<file path="config.mk">
export PLATFORM = sky130hd
export DESIGN_NAME = beat_phase_sequencer
export DESIGN_NICKNAME = d
export VERILOG_FILES = /design/src/rtl/beat_phase_sequencer.sv
export SDC_FILE = /design/constraint.sdc
export NUM_CORES = 1
export LEC_CHECK = 0
export CAP_MARGIN = 20
export CORE_UTILIZATION = 50
export CTS_BUF_LIST = sky130_fd_sc_hd__clkbuf_16
export DETAILED_ROUTE_END_ITERATION = 6
export GPL_ROUTABILITY_DRIVEN = 1
export MAX_ROUTING_LAYER = met4
export PLACE_DENSITY = 0.82
export SYNTH_ARGS = -nofsm -noshare
export SYNTH_HDL_FRONTEND = slang
export SYNTH_SLANG_ARGS = --single-unit
</file>
<file path="constraint.sdc">
create_clock -name CLK -period 3.3 [get_ports CLK]
set_clock_uncertainty 0.15 [all_clocks]
set_input_delay 0.66 -clock CLK [delete_from_list [all_inputs] [get_ports CLK]]
set_output_delay 0.66 -clock CLK [all_outputs]
set_load 0.02 [all_outputs]
</file>
<file path="src/rtl/beat_phase_sequencer.sv">
// Beat/phase sequencer feeding a 74LS191 down-counter: presets it, counts, alternates SCAN/ACTION.
// Define BEAT_SEQ_TIMEOUT_EN to add a COUNT-state timeout that latches FAULT until CLR.
module beat_phase_sequencer #(
  parameter logic [3:0]  SCAN_PRESET    = 4'd9,
  parameter logic [3:0]  ACTION_PRESET  = 4'd4,
  parameter int unsigned LOAD_CYCLES    = 2,
  parameter int unsigned TIMEOUT_CYCLES = 20
) (
  input  logic       CLK,
  input  logic       CLR,
  input  logic       RUN,
  input  logic       STEP,
  input  logic       RCO_n,
  output logic [3:0] D,
  output logic       LOAD_n,
  output logic       CTEN_n,
  output logic       DOWN_UP_n,
  output logic       SCAN,
  output logic       ACTION,
  output logic       PHASE_END,
  output logic       FAULT
);

  typedef enum logic [2:0] {
    StIdle,
    StLoad,
    StCount,
    StEnd
`ifdef BEAT_SEQ_TIMEOUT_EN
    , StFault
`endif
  } state_e;

  localparam logic [2:0] LoadLast = 3'(LOAD_CYCLES - 1);

`ifdef BEAT_SEQ_TIMEOUT_EN
  localparam int unsigned TmoW    = $clog2(TIMEOUT_CYCLES + 1);
  localparam logic [TmoW-1:0] TmoLast = TmoW'(TIMEOUT_CYCLES - 1);
  logic [TmoW-1:0] tmo_cnt_q;
`else
  // The timeout length is meaningless without the timeout logic.
  if (TIMEOUT_CYCLES == 0) begin : g_timeout_unused
  end
`endif

  state_e     state_q;
  logic       next_scan_q;
  logic       step_q;
  logic [2:0] load_cnt_q;
  logic [3:0] d_q;
  logic       load_n_q;
  logic       cten_n_q;
  logic       down_up_n_q;
  logic       scan_q;
  logic       action_q;
  logic       phase_end_q;
  logic       fault_q;

  logic       step_rise;
  logic       start_req;
  logic [3:0] next_preset;

  assign step_rise   = STEP & ~step_q;
  assign start_req   = RUN | step_rise;
  assign next_preset = next_scan_q ? SCAN_PRESET : ACTION_PRESET;

  always_ff @(posedge CLK or posedge CLR) begin
    if (CLR) begin
      state_q     <= StIdle;
      next_scan_q <= 1'b1;
      step_q      <= 1'b0;
      load_cnt_q  <= 3'd0;
      d_q         <= 4'd0;
      load_n_q    <= 1'b1;
      cten_n_q    <= 1'b1;
      down_up_n_q <= 1'b1;
      scan_q      <= 1'b0;
      action_q    <= 1'b0;
      phase_end_q <= 1'b0;
      fault_q     <= 1'b0;
`ifdef BEAT_SEQ_TIMEOUT_EN
      tmo_cnt_q   <= '0;
`endif
    end else begin
      step_q <= STEP;
      unique case (state_q)
        StIdle: begin
          if (start_req) begin
            state_q    <= StLoad;
            load_cnt_q <= 3'd0;
            d_q        <= next_preset;
            load_n_q   <= 1'b0;
            scan_q     <= next_scan_q;
            action_q   <= ~next_scan_q;
          end
        end
        StLoad: begin
          if (load_cnt_q == LoadLast) begin
            state_q  <= StCount;
            load_n_q <= 1'b1;
            cten_n_q <= 1'b0;
`ifdef BEAT_SEQ_TIMEOUT_EN
            tmo_cnt_q <= '0;
`endif
          end else begin
            load_cnt_q <= load_cnt_q + 3'd1;
          end
        end
        StCount: begin
          // The counter also steps on this edge and wraps; the next LOAD fixes that.
          if (!RCO_n) begin
            state_q     <= StEnd;
            cten_n_q    <= 1'b1;
            phase_end_q <= 1'b1;
            next_scan_q <= ~next_scan_q;
          end
`ifdef BEAT_SEQ_TIMEOUT_EN
          else if (tmo_cnt_q == TmoLast) begin
            state_q  <= StFault;
            cten_n_q <= 1'b1;
            load_n_q <= 1'b1;
            scan_q   <= 1'b0;
            action_q <= 1'b0;
            fault_q  <= 1'b1;
          end else begin
            tmo_cnt_q <= tmo_cnt_q + TmoW'(1);
          end
`endif
        end
        StEnd: begin
          phase_end_q <= 1'b0;
          if (RUN) begin
            state_q    <= StLoad;
            load_cnt_q <= 3'd0;
            d_q        <= next_preset;
            load_n_q   <= 1'b0;
            scan_q     <= next_scan_q;
            action_q   <= ~next_scan_q;
          end else begin
            state_q  <= StIdle;
            scan_q   <= 1'b0;
            action_q <= 1'b0;
          end
        end
`ifdef BEAT_SEQ_TIMEOUT_EN
        StFault: begin
          fault_q <= 1'b1;
        end
`endif
        default: begin
          state_q <= StIdle;
        end
      endcase
    end
  end

  assign D         = d_q;
  assign LOAD_n    = load_n_q;
  assign CTEN_n    = cten_n_q;
  assign DOWN_UP_n = down_up_n_q;
  assign SCAN      = scan_q;
  assign ACTION    = action_q;
  assign PHASE_END = phase_end_q;
  assign FAULT     = fault_q;

endmodule

</file>
# Yosys cells after proc, flatten, opt, wreduce, memory -nomap -nowiden
# Cells that the tools add are included.
[totals] ff_bits=17 latchBits=0 mem_bits_rw=0 mem_bits_ro=0 in_bits=5 out_inout_bits=11 elab_cells=65 mem_count=0
[classes] addsub=1 mul=0 n_div=0 order_cmp=0 eq_ne=9 shift=0 muxes=27 n_bitwise=5 reduce_logical=13
[ops] cell="$mux 3" n=6
[ops] cell="$mux 4" n=3
[ops] cell="$pmux 3 s4" n=1
[ops] cell="$mux 1" n=10
[ops] cell="$ne 2x2->1 const B" n=5
[ops] cell="$pmux 3 s3" n=1
[ops] cell="$reduce_and 3->1" n=3
[ops] cell="$pmux 1 s2" n=4
[ops] cell="$pmux 4 s2" n=1
[ops] cell="$reduce_and 4->1" n=2
[ops] cell="$eq 3x1->1 const B" n=2
[ops] cell="$eq 3x2->1 const B" n=2
[ops] cell="$reduce_and 2->1" n=3
[ops] cell="$reduce_bool 2->1" n=3
[ops] cell="$add 3x1->3 const B" n=1
[ops] cell="$logic_not 3->1" n=1
[ops] cell="$not 1->1" n=3
[ops] cell="$pmux 1 s3" n=1
[ops] cell="$reduce_bool 3->1" n=1
[ops] cell="$and 1x1->1" n=1
[ops] cell="$or 1x1->1" n=1

# Logic depth before layout (Yosys ltp)
# Gate-level depths: netlist of run 1.
[depth] ltp_word=5 mapped_depth=6 depth_no_buf=6

# Least setup slack after synthesis of run 1
# No wires, ideal clock.
[synth_timing] path_kind="input -> register" from="input port STEP" to="register d_q[0], in the netlist D[0]" setup_time_ns=0.125 arrival_time_ns=1.446 t_required_ns=3.025 setup_slack_ns=1.579 cell_stages=4 n_path_buf=0 cell_sequence="nor2b_2 -> nor2b_1 -> o22ai_1 -> mux2_2"
[synth_between] elab_chain_cells=4
[synth_rtl] element="start, declared" line="12" text="input logic STEP,"
[synth_rtl] element="$and 1x1->1" line="63" text="assign step_rise = STEP & ~step_q;"
[synth_rtl] element="$or 1x1->1" line="64" text="assign start_req = RUN | step_rise;"
[synth_rtl] element="$ne 2x2->1 (no source line)"
[synth_rtl] element="$reduce_and 3->1 (no source line)"
[synth_rtl] element="end signal, assigned" line="91" text="d_q <= next_preset;"
[synth_rtl] element="end signal, assigned" line="135" text="d_q <= next_preset;"
[synth_rtl] element="end, declared" line="50" text="logic [3:0] d_q;"
# Every way passes these cells.
# A chain may end at the register's enable or synchronous reset.

# Final worst setup path of run 1
[layout_timing] from="register cten_n_q, in the netlist CTEN_n" to="output port CTEN_n"
[layout_lines] element="start, declared" line="52" text="logic cten_n_q;"
[layout_lines] element="start signal, assigned" line="75" text="cten_n_q <= 1'b1;"
[layout_lines] element="start signal, assigned" line="101" text="cten_n_q <= 1'b0;"
[layout_lines] element="start signal, assigned" line="113" text="cten_n_q <= 1'b1;"
[layout_lines] element="end, declared" line="16" text="output logic CTEN_n,"
# No word-level cell between the ends.

==> results of run 1 <==
[final timing paths]
path	endpoint	cells past startpoint
setup / recovery	CTEN_n	1
hold / removal	PHASE_END$_DFFE_PP0P_	2
setup reg to reg	LOAD_n$_DFFE_PP1P_	6
hold reg to reg	PHASE_END$_DFFE_PP0P_	2
max in group asynchronous	LOAD_n$_DFFE_PP1P_	2
min in group asynchronous	ACTION$_DFFE_PP0P_	2
[per-layer routing]
| metal | up-vias | track usage, % | share of wire (%) |
|---|---|---|---|
| li1 | 285 | - | - |
| met1 | 287 | 23.7 | 46 |
| met2 | 11 | 28.7 | 47 |
| met3 | 3 | 7.76 | 4.9 |
| met4 | 0 | 9.38 | 1.8 |
| met5 | - | - | 0 |
[logic make-up after synthesis]
group,count (synthesis),share of synthesized area [%]
compound gates,19,17.2
flops,14,43.9
xor+xnor,1,1.09
fa+ha+maj,7,10.9
simple gates,17,12.4
other cells,1,0.465
buf+inv,13,7.92
mux,4,6.06
[worst register-to-register path, cell delays in order (launching register included)]
cell	delay [ns]
dfrtp_1	0.43
inv_1	0.11
ha_1	0.29
inv_1	0.11
a21oi_1	0.30
nor3_2	0.09
mux2_4	0.30
[power breakdown]
part	internal (mW)	switching, mW
clock network	0.161	0.0749
registers	0.266	0.0618
logic	0.270	0.301
total	0.697	0.438
[cell usage after synthesis, types with 2 or more instances]
cell      n
dfstp_2   3
a21oi_1   3
o22ai_1   2
buf_4     4
o31ai_1   2
nor3_1    2
nor2_1    3
mux2_2    2
dfrtp_1  11
inv_1     9
o21ai_0   3
nand2_1   4
ha_1      7
[registers in the layout, indices dropped and copies added, names as in the netlist]
name	cells
load_cnt_q	3
D	2
state_q	2
ACTION	1
CTEN_n	1
LOAD_n	1
PHASE_END	1
SCAN	1
next_scan_q	1
step_q	1
[layout by cell type, fill, tap and decap left out, drive strengths merged, types with 3 or more instances in the layout]
cell	netlist	final
clkdlybuf4s50	0	12
o22ai	3	3
nor3	3	3
ha	7	7
mux2	4	4
dfrtp	11	11
a21oi	3	3
nand2	4	4
nor2	3	3
o21ai	4	4
clkbuf	0	3
conb	1	3
dfstp	3	3
inv	9	10
[final cells by class]
class	instances	area (um^2)
inverter	9	33.8
tap	16	20.0
multi-input combinational	51	395
sequential	14	354
clock buffer	3	75.1
timing repair buffer	12	120
clock inverter	1	3.75
fill	116	504
==> qor.yml, run 1 <==
synth:
  ys_ff_latch: 14
  async_flop_share_pct: 100
  synth_area_leaders: "dfrtp_1 (34%), ha_1 (11%), dfstp_2 (9.8%)"
  synth_ff_type: "dfrtp_1"
  ys_seq_area_share_pct: 43.9
  syn_area_um2: 806
  yosys_warnings: 2
  yosysTopAreaCell: "dfrtp_1"
  avgSynthCellArea_um2: 10.6
  synth_enable_flop_cells: 0
  synth_cell_types: 34
  synth_top_area_share_pct: 34.2
  netlist_instances: 76
power:
  power_mw: 1.14
  p_leak_nw: 0.468
  power-per-cell-area_nw_per_um2: 1130
  ir_worst_vdd_mv: 0.689
sta:
  worst_pin_slew_ns: 0.525
  fin_hold_ws_ns: 0.343
  final.period_utilization_pct: 66.1
  setup_viol: 0
  max_freq_mhz: 458
  setup_tns_ns: 0
  fin_crit_ns: 2.18
  fin_ws_ns: 1.12
  finalMaxSlewViolations: 0
  rsz0062_at_grt: "false"
  hold_violations: 0
  relSlewSlack_pct: 65.0
floorplan:
  core_area_um2: 1510
  io_pins: 16
  die_y_um: 42.1
  num_rows: 14
  die-area_um2: 1780
  die-width_um: 42.1
  start_util_pct: 53.5
drt:
  viasPerCell: 5.53
  drt-initial-drc-count: 6
  drt_first_pass_iters: 4
  wl_per_cell_um: 13.9
  vias: 586
  detail-route-antenna-nets: 0
  drc: 0
  wirelength_um: 1470
cells_and_area:
  antenna-diode-count: 0
  fin_nets: 103
  fin_cells: 106
  area_growth_pct: 24.4
  drive_gt1_share_pct: 15.6
  final_area_um2: 1000
  fin_util_pct: 66.5
run_status:
  status: "complete, no violations"
place:
  dpl_cell_area_um2: 923
  place.gp.congestion: 0.753
  place_ws_ns: 1.00
  dp_cells: 102
  dp_hpwl_um: 1070
  io_buffers: 12
worst_setup_path:
  worstSetupPathType: "flop to primary output"
  slowest_stage: "clkdlybuf4s50_1"
  cpLargestDelayFamily: "buffers and inverters"
  crit_start: "CTEN_n$_DFFE_PP1P_"
  cp_data_arrival_time_ns: 1.37
  path_cells: "clkdlybuf4s50_1"
  timing.rr.start: "state_q[1]$_DFFE_PP0P_"
  required_ns: 2.49
  setup.worst_path.end_class: "primary output"
  slowest_delay_ns: 0.59
  r2r_slack_ns: 1.44
  crit_buf_inv: 1
  start_kind: "flop"
  worstPathMaxFanout: 3
global_route:
  first_global_vias: 548
  grt_max_degree: 15
  grt_overflow: 0
  track_usage_pct: 19.6
  grt_pass1_wl_um: 2440
  antenna_found_initial: 0
job:
  cap_viol_max_count: 0
clocking:
  clkSlewWorstSetupHoldPaths_ns: 0.05
  cts_tree: "yes"
  hold_buffers: 0
  cts_made_buffers: 3
  clk_path_buf_depth: 2
  post_cts_resize_count: 0
  cts_setup_buffers: 0
  h-tree-depth: 1
  cts-root-buf: "clkbuf_16"
  clk_latency_ns: 0.25
  cts.sinks: 14
min_path:
  min_path_type: "flop to flop"
  min_from: "PHASE_END$_DFFE_PP0P_"
Power figures use the tool's default switching activity.
==> inputs of run 2 (changes only) <==
- CORE_UTILIZATION: 50 -> 49
- PLACE_DENSITY: 0.82 -> 0.8
- clock period: 3.3 -> 2.2 ns (I/O delays scaled with it)
==> qor.yml, run 2 (synthesized netlist as in run 1, its figures left out) <==
clocking:
  cts_made_buffers: 3  # unchanged
  cts_tree: "yes"
  cts-root-buf: "clkbuf_16"
  h-tree-depth: 1  # unchanged
  clkSlewWorstSetupHoldPaths_ns: 0.04  # about the same
  hold_buffers: 0  # unchanged
  clk_latency_ns: 0.24  # about the same
  post_cts_resize_count: 0  # unchanged
  cts_setup_buffers: 0  # unchanged
  cts.sinks: 14  # unchanged
  clk_path_buf_depth: 2  # unchanged
sta:
  rsz0062_at_grt: "false"
  hold_violations: 0  # unchanged
  fin_ws_ns: 0.241  # -0.876 ns
  worst_pin_slew_ns: 0.531  # +0.00635 ns
  max_freq_mhz: 511
  finalMaxSlewViolations: 0  # unchanged
  fin_hold_ws_ns: 0.350  # +0.00664 ns
  setup_viol: 0  # unchanged
  relSlewSlack_pct: 64.6  # -0.42 points
  final.period_utilization_pct: 89.0
  setup_tns_ns: 0  # unchanged
  fin_crit_ns: 1.96
place:
  io_buffers: 12  # unchanged
  place.gp.congestion: 0.783  # +3.9%
  dpl_cell_area_um2: 923  # unchanged
  dp_hpwl_um: 1060  # -0.26%
  dp_cells: 102  # unchanged
  place_ws_ns: 0.148  # -0.857 ns
worst_setup_path:
  path_cells: "clkdlybuf4s50_1"
  slowest_stage: "clkdlybuf4s50_1"
  worstSetupPathType: "flop to primary output"
  worstPathMaxFanout: 3  # unchanged
  setup.worst_path.end_class: "primary output"
  cp_data_arrival_time_ns: 1.37  # about the same
  crit_buf_inv: 1  # unchanged
  cpLargestDelayFamily: "buffers and inverters"
  required_ns: 1.61  # -0.88 ns
  start_kind: "flop"
  slowest_delay_ns: 0.60  # about the same
drt:
  wirelength_um: 1400  # -5.4%
  drt_first_pass_iters: 4  # unchanged
  drt-initial-drc-count: 6  # unchanged
  vias: 579  # -1.2%
  viasPerCell: 5.46  # -1.2%
  drc: 0  # unchanged
  detail-route-antenna-nets: 0  # unchanged
  wl_per_cell_um: 13.2  # -5.4%
cells_and_area:
  fin_cells: 106  # unchanged
  antenna-diode-count: 0  # unchanged
  mostFrequentLayoutCell: "clkdlybuf4s50_1"
  final_area_um2: 1000  # unchanged
  regMostFlops: "load_cnt_q"
  fin_nets: 103  # unchanged
  final_cell_mix: "clkdlybuf4s50_1 (12), dfrtp_1 (11), inv_1 (10)"
  largest_reg_flops: 3  # unchanged
  drive_gt1_share_pct: 15.6  # unchanged
  area_growth_pct: 24.4  # unchanged
  fin_util_pct: 65.8  # -0.76 points
power:
  ir_worst_vdd_mv: 0.990  # +44%
  power_frac_comb_pct: 50.8  # +0.4 points
  seqPwrFrac_pct: 29.2  # +0.3 points
  swShare_pct: 38.0  # -0.55 points
  power-per-cell-area_nw_per_um2: 1680  # +49%
  p_leak_nw: 0.468  # unchanged
  power_mw: 1.69  # +49%
  p_clk_share_pct: 20.0  # -0.7 points
  switchingPower_uw: 641  # +46%
  internal_power_mw: 1.04  # +50%
floorplan:
  die-area_um2: 1810  # +1.9%
  num_rows: 14  # unchanged
  start_util_pct: 52.9  # -0.61 points
  die_y_um: 42.6  # +0.96%
  die-width_um: 42.6  # +0.96%
  io_pins: 16  # unchanged
  core_area_um2: 1520  # +1.2%
min_path:
  min_path_type: "flop to flop"
job:
  cap_viol_max_count: 0  # unchanged
global_route:
  track_usage_pct: 17.9  # -1.7 points
  grt_overflow: 0  # unchanged
  first_global_vias: 547  # -0.18%
  grt_max_degree: 15  # unchanged
  grt_pass1_wl_um: 2350  # -3.9%
  antenna_found_initial: 0  # unchanged
run_status:
  status: "complete, no violations"
-- run 2: cell counts in the layout (fill, tap and decap cells not counted) --
No cell type changed its count.
-- run 2: cell type report --
cell class	count	area (um^2)
clock inverter	1	3.75
fill	118	522
sequential	14	354
multi-input combinational	51	395
inverter	9	33.8
clock buffer	3	75.1
tap	16	20.0
timing repair buffer	12	120
-- run 2: worst paths after layout --
check / from / to / slack, ns / cells past startpoint
min in group asynchronous: CLR / ACTION$_DFFE_PP0P_ / 0.39 / 2
worst min-delay path: D[2]$_DFFE_PP0P_ / D[2]$_DFFE_PP0P_ / 0.35 / 1
worst max register to register: state_q[0]$_DFFE_PP0P_ / load_cnt_q[0]$_DFFE_PP0P_ / 0.36 / 6
worst min register to register: D[2]$_DFFE_PP0P_ / D[2]$_DFFE_PP0P_ / 0.35 / 1
worst max-delay path: CTEN_n$_DFFE_PP1P_ / CTEN_n / 0.24 / 1
max in group asynchronous: CLR / LOAD_n$_DFFE_PP1P_ / 1.15 / 2
-- run 2: power by group through the flow --
stage | Clock, mW | Combinational (mW) | Sequential (mW)
after floorplan | 0 | 0.547 | 0.554
after global placement | 0 | 0.838 | 0.486
after detailed placement | 0 | 0.862 | 0.492
after CTS | 0.349 | 0.866 | 0.491
after global routing | 0.361 | 0.940 | 0.506
final | 0.337 | 0.857 | 0.492
-- run 2: layer usage --
| metal | global-route usage, % | share of wire [%] |
|---|---|---|
| met1 | 22.6 | 49 |
| met2 | 27.7 | 47 |
| met3 | 7.76 | 4.7 |
| met4 | 1.88 | 0 |
| met5 | - | 0 |
==> inputs of run 3 (changes only) <==
- clock period: 2.2 -> 2.1 ns (I/O delays scaled with it)
==> qor.yml, run 3 (synthesized netlist as in run 1, its figures left out) <==
drt:
  drt_first_pass_iters: 4  # unchanged
  vias: 574  # -0.86%
  drc: 0  # unchanged
  drt-initial-drc-count: 8  # +2
  detail-route-antenna-nets: 0  # unchanged
  wl_per_cell_um: 13.5  # +2.7%
  wirelength_um: 1430  # +2.7%
  viasPerCell: 5.42  # -0.86%
place:
  dpl_cell_area_um2: 923  # unchanged
  place.gp.congestion: 0.783  # about the same
  dp_cells: 102  # unchanged
  dp_hpwl_um: 1100  # +3.6%
  io_buffers: 12  # unchanged
clocking:
  hold_buffers: 0  # unchanged
  post_cts_resize_count: 0  # unchanged
  clkSlewWorstSetupHoldPaths_ns: 0.04  # about the same
  clk_path_buf_depth: 2  # unchanged
  h-tree-depth: 1  # unchanged
  cts.sinks: 14  # unchanged
  cts_made_buffers: 3  # unchanged
  cts_setup_buffers: 0  # unchanged
  cts-root-buf: "clkbuf_16"
  cts_tree: "yes"
  clk_latency_ns: 0.24  # about the same
floorplan:
  die_y_um: 42.6  # unchanged
  start_util_pct: 52.9  # unchanged
  num_rows: 14  # unchanged
  die-width_um: 42.6  # unchanged
  core_area_um2: 1520  # unchanged
  die-area_um2: 1810  # unchanged
  io_pins: 16  # unchanged
sta:
  max_freq_mhz: 517
  setup_viol: 0  # unchanged
  fin_crit_ns: 1.94
  hold_violations: 0  # unchanged
  rsz0062_at_grt: "false"
  fin_hold_ws_ns: 0.352  # +0.00202 ns
  worst_pin_slew_ns: 0.536  # +0.00456 ns
  setup_tns_ns: 0  # unchanged
  final.period_utilization_pct: 92.2
  finalMaxSlewViolations: 0  # unchanged
  relSlewSlack_pct: 64.2  # -0.30 points
cells_and_area:
  mostFrequentLayoutCell: "clkdlybuf4s50_1"
  regMostFlops: "load_cnt_q"
  antenna-diode-count: 0  # unchanged
  fin_nets: 103  # unchanged
  final_cell_mix: "clkdlybuf4s50_1 (12), dfrtp_1 (11), inv_1 (10)"
  final_area_um2: 1000  # unchanged
  fin_cells: 106  # unchanged
  largest_reg_flops: 3  # unchanged
  area_growth_pct: 24.4  # unchanged
  drive_gt1_share_pct: 15.6  # unchanged
worst_setup_path:
  path_cells: "clkdlybuf4s50_1"
  slowest_stage: "clkdlybuf4s50_1"
  timing.rr.start: "state_q[1]$_DFFE_PP0P_"
  start_kind: "flop"
  setup.worst_path.end_class: "primary output"
  cp_data_arrival_time_ns: 1.37  # about the same
  crit_start: "CTEN_n$_DFFE_PP1P_"
  crit_buf_inv: 1  # unchanged
  cpLargestDelayFamily: "buffers and inverters"
  worstPathMaxFanout: 3  # unchanged
  worstSetupPathType: "flop to primary output"
  required_ns: 1.53  # -0.08 ns
  slowest_delay_ns: 0.59  # about the same
global_route:
  grt_pass1_wl_um: 2420  # +2.9%
  grt_overflow: 0  # unchanged
  track_usage_pct: 18.6  # +0.74 points
  antenna_found_initial: 0  # unchanged
  first_global_vias: 560  # +2.4%
  grt_max_degree: 15  # unchanged
run_status:
  status: "complete, no violations"
power:
  ir_worst_vdd_mv: 1.05  # +5.8%
  power-per-cell-area_nw_per_um2: 1760  # +4.9%
  p_leak_nw: 0.468  # unchanged
job:
  cap_viol_max_count: 0  # unchanged
min_path:
  min_path_type: "flop to flop"
  min_from: "D[2]$_DFFE_PP0P_"
## run 3: per-stage QoR
| stage | setup slack, ns | power, mW | utilization (%) |
|---|---|---|---|
| after detailed placement | 0.0658 | 1.42 | 60.6 |
| after floorplan | 0.481 | 1.15 | - |
| after global routing | 0.137 | 1.89 | 65.8 |
| final | 0.164 | 1.77 | 65.8 |
| after CTS | 0.157 | 1.79 | 65.8 |
| after global placement | 0.0557 | 1.39 | 60.6 |
## run 3: cell type report
| class | count | area, um^2 |
|---|---|---|
| clock buffer | 3 | 75.1 |
| clock inverter | 1 | 3.75 |
| fill | 110 | 522 |
| inverter | 9 | 33.8 |
| multi-input combinational | 51 | 395 |
| sequential | 14 | 354 |
| tap | 16 | 20.0 |
| timing repair buffer | 12 | 120 |
## run 3: per-layer routing
| metal | wire (um) | track usage [%] | vias to the layer above |
|---|---|---|---|
| met5 | 0 | - | - |
| met3 | 49 | 6.47 | 2 |
| met1 | 682 | 24.0 | 270 |
| li1 | - | - | 285 |
| met4 | 6 | 3.75 | 0 |
| met2 | 693 | 28.6 | 17 |
## run 3: power by group
group	total [mW]	internal, mW	switching (mW)	leakage (nW)
combinational	0.898	0.426	0.472	0.259
clock	0.353	0.251	0.102	0.0423
sequential	0.517	0.419	0.0985	0.167
## run 3: path summary, 6_finish.rpt
| path | cells after the start | end | slack (ns) |
|---|---|---|---|
| worst min register to register | 1 | D[2]$_DFFE_PP0P_ | 0.35 |
| worst min-delay path | 1 | D[2]$_DFFE_PP0P_ | 0.35 |
| max in group asynchronous | 2 | LOAD_n$_DFFE_PP1P_ | 1.06 |
| min in group asynchronous | 2 | ACTION$_DFFE_PP0P_ | 0.37 |
| worst max-delay path | 1 | CTEN_n | 0.16 |
| worst max register to register | 6 | LOAD_n$_DFFE_PP1P_ | 0.28 |
